$ cat config.mk
export PLATFORM = sky130hd
export DESIGN_NAME = branch_resolve_unit
export DESIGN_NICKNAME = d
export VERILOG_FILES = /design/src/rtl/branch_resolve_unit.sv
export SDC_FILE = /design/constraint.sdc
export NUM_CORES = 1
export LEC_CHECK = 0
export ABC_AREA = 1
export BUFFER_PORTS_ARGS = -buffer_cell sky130_fd_sc_hd__buf_4
export CAP_MARGIN = 20
export CORE_UTILIZATION = 47
export CTS_BUF_LIST = sky130_fd_sc_hd__clkbuf_16
export DETAILED_ROUTE_END_ITERATION = 8
export PLACE_DENSITY = 0.81
export SLEW_MARGIN = 20
export SYNTH_ARGS = -nofsm -noshare
export SYNTH_HDL_FRONTEND = slang
export SYNTH_SLANG_ARGS = --single-unit
$ cat constraint.sdc
create_clock -name clk -period 1.8 [get_ports clk]
set_input_delay 0.27 -clock clk [delete_from_list [all_inputs] [get_ports clk]]
set_output_delay 0.27 -clock clk [all_outputs]
set_load 0.02 [all_outputs]
$ cat src/rtl/branch_resolve_unit.sv
// branch_resolve_unit: registered RV32I/RV64I branch resolution with optional BHT (macro BRANCH_BHT_EN)
module branch_resolve_unit #(
  parameter int XLEN      = 32,
  parameter int BHT_DEPTH = 16
) (
  input  logic            clk,
  input  logic            rst_n,
  input  logic            flush,
  input  logic            in_valid,
  output logic            in_ready,
  input  logic [XLEN-1:0] in_pc,
  input  logic [XLEN-1:0] in_rs1,
  input  logic [XLEN-1:0] in_rs2,
  input  logic [XLEN-1:0] in_imm,
  input  logic [2:0]      in_f3,
  input  logic            in_pred_taken,
  output logic            out_valid,
  input  logic            out_ready,
  output logic            out_taken,
  output logic [XLEN-1:0] out_target,
  output logic [XLEN-1:0] out_redirect_pc,
  output logic            out_mispredict,
  output logic            out_illegal,
  input  logic [XLEN-1:0] pred_pc,
  output logic            pred_taken,
  output logic [31:0]     perf_branches,
  output logic [31:0]     perf_mispredicts
);
  logic            r_valid, r_taken, r_misp, r_illegal;
  logic [XLEN-1:0] r_target, r_redirect;
  logic [31:0]     r_nbr, r_nmis;
  logic            w_accept, w_retire, w_taken, w_illegal, w_eq, w_lt, w_ltu;
  logic [XLEN-1:0] w_target, w_seq;
  logic            w_pred_unused;
  assign in_ready  = !flush && (!r_valid || out_ready);
  assign w_accept  = in_valid && in_ready;
  assign w_retire  = r_valid && out_ready && !flush;
  assign w_eq      = in_rs1 == in_rs2;
  assign w_lt      = $signed(in_rs1) < $signed(in_rs2);
  assign w_ltu     = in_rs1 < in_rs2;
  assign w_illegal = in_f3[2:1] == 2'b01;
  assign w_target  = in_pc + in_imm;
  assign w_seq     = in_pc + {{(XLEN-3){1'b0}}, 3'd4};
  assign w_pred_unused = ^pred_pc;
  // funct3[0] inverts the base compare; funct3[2:1] selects eq / illegal / signed / unsigned
  always_comb
    w_taken = in_f3[2] ? ((in_f3[1] ? w_ltu : w_lt) ^ in_f3[0]) : (!in_f3[1] && (w_eq ^ in_f3[0]));
  assign out_valid        = r_valid;
  assign out_taken        = r_taken;
  assign out_target       = r_target;
  assign out_redirect_pc  = r_redirect;
  assign out_mispredict   = r_misp;
  assign out_illegal      = r_illegal;
  assign perf_branches    = r_nbr;
  assign perf_mispredicts = r_nmis;
  // result-valid flag: flush wins, accept refills, retire empties
  always_ff @(posedge clk or negedge rst_n)
    if (!rst_n) r_valid <= 1'b0;
    else if (flush) r_valid <= 1'b0;
    else if (w_accept) r_valid <= 1'b1;
    else if (w_retire) r_valid <= 1'b0;
  // result fields load only on accept and hold otherwise
  always_ff @(posedge clk or negedge rst_n)
    if (!rst_n) begin
      r_taken    <= 1'b0;
      r_misp     <= 1'b0;
      r_illegal  <= 1'b0;
      r_target   <= '0;
      r_redirect <= '0;
    end else if (w_accept) begin
      r_taken    <= w_taken;
      r_misp     <= w_taken ^ in_pred_taken;
      r_illegal  <= w_illegal;
      r_target   <= w_target;
      r_redirect <= w_taken ? w_target : w_seq;
    end
  // performance counters advance on retire and wrap naturally
  always_ff @(posedge clk or negedge rst_n)
    if (!rst_n) begin
      r_nbr  <= '0;
      r_nmis <= '0;
    end else if (w_retire) begin
      r_nbr  <= r_nbr + 32'd1;
      r_nmis <= r_nmis + {31'd0, r_misp};
    end
`ifdef BRANCH_BHT_EN
  localparam int IW = $clog2(BHT_DEPTH);
  logic [1:0]    r_bht [BHT_DEPTH];
  logic [IW-1:0] r_idx;
  assign pred_taken = r_bht[pred_pc[IW+1:2]][1];
  // BHT index of the in-flight branch, captured alongside its result
  always_ff @(posedge clk or negedge rst_n)
    if (!rst_n) r_idx <= '0;
    else if (w_accept) r_idx <= in_pc[IW+1:2];
  // saturating 2-bit counters trained by legal retiring branches
  always_ff @(posedge clk or negedge rst_n)
    if (!rst_n) begin
      for (int i = 0; i < BHT_DEPTH; i++) r_bht[i] <= 2'b01;
    end else if (w_retire && !r_illegal) begin
      if (r_taken && r_bht[r_idx] != 2'b11) r_bht[r_idx] <= r_bht[r_idx] + 2'd1;
      else if (!r_taken && r_bht[r_idx] != 2'b00) r_bht[r_idx] <= r_bht[r_idx] - 2'd1;
    end
`else
  assign pred_taken = 1'b0;
`endif
endmodule

# [Word level (Yosys, flattened, before mapping)]
# Index checks and enable logic that the tools add are counted.
[totals] reg_bits=132 input_bits=169 out_inout_bits=134 wordCells=35
[op_classes] addsub=4 magnitude_cmp=2 n_eq_ne=2 n_mux=6 bitwise=3 reduce_logical=10
[op_table] op="$lt A32 B32 Y1" count=2
[op_table] op="$add A32 B1 Y32" count=1
[op_table] op="$add A32 B1 Y32 const B" count=1
[op_table] op="$add A32 B3 Y32 const B" count=1
[op_table] op="$add A32 B32 Y32" count=1
[op_table] op="$eq A32 B32 Y1" count=1
[op_table] op="$mux W32" count=1
[op_table] op="$logic_and A1 B1 Y1" count=5
[op_table] op="$mux W1" count=5
[op_table] op="$logic_not A1 Y1" count=3
[op_table] op="$reduce_bool A3 Y1" count=1
[op_table] op="$xor A1 B1 Y1" count=3
[op_table] op="$eq A2 B1 Y1 const B" count=1
[op_table] op="$logic_or A1 B1 Y1" count=1

# [Depth between registers and ports, before layout]
[depth] depth_word=6 mapped_depth=19 ltp_nobuf=19

# [Worst setup path after synthesis]
# No wires, ideal clock.
[synth_path] path_type="input to register" start="in in_pc[0]" end="reg r_redirect[16], in the netlist out_redirect_pc[16]" setup_ns=0.117 arrival_time_ns=2.012 t_required_ns=1.683 slack_ns=-0.329 stages=17 n_path_buf=0 path_cell_list="ha_1 inv_1 fa_1 inv_1 nand3_1 nand2_1 inv_1 o21ai_0 nand2_1 nand2_1 nand2_1 nand3_1 nand2_1 nand3_1 nand2_1 nand2_1 nand2_1"
[synth_between] elab_chain_len=2 word_cells_on_any_way=3 cone_classes="add/sub (2); mux (1)"
[synth_rtl] item="start, declared" line_no="11" rtl="input logic [XLEN-1:0] in_pc,"
[synth_rtl] item="$add A32 B3 Y32 or $add A32 B32 Y32 (tied branches)" line_no="43, 42"
[synth_rtl] item="$mux W32 *" line_no="75" rtl="r_redirect <= w_taken ? w_target : w_seq;"
[synth_rtl] item="end signal, assigned" line_no="75"
[synth_rtl] item="end, declared" line_no="30" rtl="logic [XLEN-1:0] r_target, r_redirect;"
# Every way passes the cells marked *; elsewhere a longest branch is shown, timed or not.
# A chain may end at the register's enable or synchronous reset.

# [Worst setup path in the final report]
[layout_path] start="reg r_misp, in the netlist out_mispredict" end="reg r_nmis[26], in the netlist perf_mispredicts[26]"
[layout_between] elab_chain_len=1
[layout_rtl] item="start, declared" line_no="29" rtl="logic r_valid, r_taken, r_misp, r_illegal;"
[layout_rtl] item="start signal, assigned" line_no="72" rtl="r_misp <= w_taken ^ in_pred_taken;"
[layout_rtl] item="$add A32 B1 Y32" line_no="84" rtl="r_nmis <= r_nmis + {31'd0, r_misp};"
[layout_rtl] item="end signal, assigned" line_no="84"
[layout_rtl] item="end, declared" line_no="31" rtl="logic [31:0] r_nbr, r_nmis;"
# No other way between the ends.

==> flow_metrics.tcl <==
set metrics [dict create \
    ys.flop_type "dfrtp_1" \
    place_area_mm2 0.01340 \
    cts_buffers 17 \
    ioPinCount 303 \
    ys_ff_latch 132 \
    min_period_over_period 1.093 \
    drt_iter0_markers 1035 \
    diodes 0 \
    root_buffer "clkbuf_16" \
    synth.cell_area_mm2 0.009445 \
    die-area_mm2 0.02067 \
    outcome "finished, violations left" \
    htree_levels 4 \
    fp.dieW_um 143.8 \
    arrival_ns 2.27 \
    fin_util 0.7706 \
    clockBufferDepth 2 \
    synthTopCellsByCount "nand2_1 (364), nand3_1 (153), inv_1 (145), dfrtp_1 (132), nor2_1 (93)" \
    crit_path_max_fanout 3 \
    n_fill_cell 1365 \
    violations "negative setup slack" \
    hold_viol_final 0 \
    drtAntennaViolNets 0 \
    drc 0 \
    first_pass_iters 6 \
    avgRoutedWirePerCell_um 17.64 \
    core_mm2 0.01959 \
    grt_setup_unrepaired "true" \
    grt_pass1_vias 10300 \
    slew_violations 0 \
    die_y_um 143.8 \
    antenna_found_initial 0 \
    finalNetCount 2003 \
    routed_wl_um 36060 \
    synth_edf_count 0 \
    timing.final.ws_setup_ns -0.1674 \
    yosysMostFrequentCell "nand2_1" \
    ff_latch_area_mm2 0.003311 \
    cpPeakStageDelay_ns 0.39 \
    cp_common_cell "nor2_4" \
    num_vias 11220 \
    fmax_mhz 508.3 \
    clock_latency_ns 0.43 \
    crit_path_end_kind "flop" \
    hpwl_um 25330 \
    min_period_ns 1.967 \
    grt_overflow 0 \
    synthTopCellsByArea "dfrtp_1 (35%), nand2_1 (14%), ha_1 (8.9%)" \
    criticalPathCategory "flop to flop" \
    stdcell_area_mm2 0.01510 \
    netlist.area_leader.share 0.3497 \
    cp-start-kind "flop" \
    initial_utilization 0.4821 \
    cap_violations 0 \
    path_clk_slew_ns 0.06 \
    avgSynthCellArea_um2 7.316 \
    peakVddDrop_v 0.0004509 \
    io_buffers 269 \
    syn_inst 1291 \
    reg2reg_setup_slack_ns -0.17 \
    yosysSeqAreaShare 0.3497 \
    p_leak_nw 7.983 \
    hp-class "primary input to flop" \
    crit_chain "ha_4 > ha_4 > inv_2 > nor2_4 > nand2_2 > nor2_4 > nand2_2 > nor2_4 > nand2_2 > nor2_4 > nand3_4 > nor2_4 > nand3_2 > xor2_1" \
    async_flop_share 1.000 \
    grt_util_all_layers 0.3135 \
    area_delta_synth_final_pct 59.82 \
    reg2reg_depth 14 \
    setup_tns_ns -1.638 \
    required_ns 2.11 \
    gp_congestion 0.9919 \
    synth_largest_area_cell "dfrtp_1" \
    multi_input_area_mm2 0.006489 \
    finClkSkew_ns 0.008977 \
    drive_above_1_share 0.4047 \
    num_rows 51 \
    tritoncts "done" \
    synth-warning-count 0 \
    syn_nets 1528 \
    grt_max_degree 90 \
    power_density_mw_per_mm2 764.2 \
    cp_slowest_cell "dfrtp_2" \
    via_per_inst 5.490 \
    hold_depth 3 \
    ys_types 38 \
    grt_pass1_wl_um 50190 \
    setup_viol 40 \
    clock_sinks 132 \
]
sequential cells by signal, summed over array words and instances, names as in the netlist:
| signal | flops |
|---|---|
| out_redirect_pc | 32 |
| out_target | 32 |
| perf_branches | 32 |
| perf_mispredicts | 32 |
| out_illegal | 1 |
| out_mispredict | 1 |
| out_taken | 1 |
| out_valid | 1 |
metal layers:
| layer | track usage | wire length, um | part of all wire |
|---|---|---|---|
| met2 | 0.5271 | 17290 | 0.48 |
| met1 | 0.4015 | 13760 | 0.38 |
| met5 | 0 | 0 | 0 |
| met4 | 0.1125 | 1616 | 0.045 |
| met3 | 0.05698 | 3397 | 0.094 |
timing repair:
item                                    4_1_cts  5_1_grt
gates cloned                                  0        8
hold buffers                                  1        0
hold endpoints to repair                    132        0
pin swaps                                     1       56
buffers inserted                             10       14
gates resized for setup                      11      158
endpoints found under the setup margin       20       81
cell families after synthesis:
logic type                 after synthesis  share of synthesized area
and+or+nand+nor                        701                     0.3260
buffers and inverters                  171                    0.06915
DFF                                    132                     0.3497
AOI/OAI and AO/OA                      111                    0.06464
xor gates and xnor gates               107                    0.09922
adders and majority gates               68                    0.09087
other                                    1                  0.0003970
path summary, 6_finish.rpt:
kind,endpoint,from
max in group asynchronous,out_redirect_pc[8],rst_n
max,perf_mispredicts[26],out_mispredict
min in group asynchronous,perf_mispredicts[16],rst_n
max reg2reg,perf_mispredicts[26],out_mispredict
min,out_valid,in_valid
min reg2reg,perf_mispredicts[31],perf_mispredicts[31]
cell type report:
class	instances	area share
multi-input combinational	988	0.4298
clock buffer	17	0.02818
sequential	132	0.2193
clock inverter	15	0.009283
tap	265	0.02196
inverter	147	0.03788
timing repair buffer	480	0.2535
worst max-delay path: cells and delay by family, from the launching register on:
family	cells	cell delay [ns]
xor+xnor	1	0.15
buf+inv	1	0.04
flops	1	0.39
simple gates	10	1.00
fa+ha+maj	2	0.27
stage by stage:
| step | cells | hold slack (ns) | setup WS [ns] | power [mW] |
|---|---|---|---|---|
| 5_1_grt | 2044 | 0.1234 | -0.2665 | 12.01 |
| 2_1_floorplan | 1291 | -0.02559 | -0.2185 | 5.555 |
| 6_report | 2044 | 0.1326 | -0.1674 | 11.54 |
| 3_3_place_gp | 1979 | 0.2784 | -0.4699 | 7.490 |
| 3_5_place_dp | 1979 | 0.2780 | -0.5215 | 7.573 |
| 4_1_cts | 2022 | 0.09109 | -0.1555 | 11.00 |
placed cells by master (no fill, tap or decap), drive strengths merged, types with 2 or more instances in the layout:
| cell type | instances |
|---|---|
| nor4 | 7 |
| xnor2 | 32 |
| bufinv | 2 |
| clkbuf | 23 |
| nand3 | 156 |
| clkinv | 8 |
| xor2 | 75 |
| buf | 473 |
| o21a | 6 |
| nor2 | 102 |
| a21boi | 6 |
| dfrtp | 132 |
| o21ai | 35 |
| a21oi | 55 |
| clkinvlp | 2 |
| ha | 67 |
| a21o | 5 |
| nor3 | 42 |
| o21bai | 3 |
| nand4 | 22 |
| inv | 150 |
| nand2 | 368 |
report_power, final:
| part | switching [mW] | internal [mW] |
|---|---|---|
| clock | 1.39 | 2.02 |
| sequential | 0.324 | 3.38 |
| combinational | 2.47 | 1.94 |
Note: power is estimated with default switching activity, not from simulation.
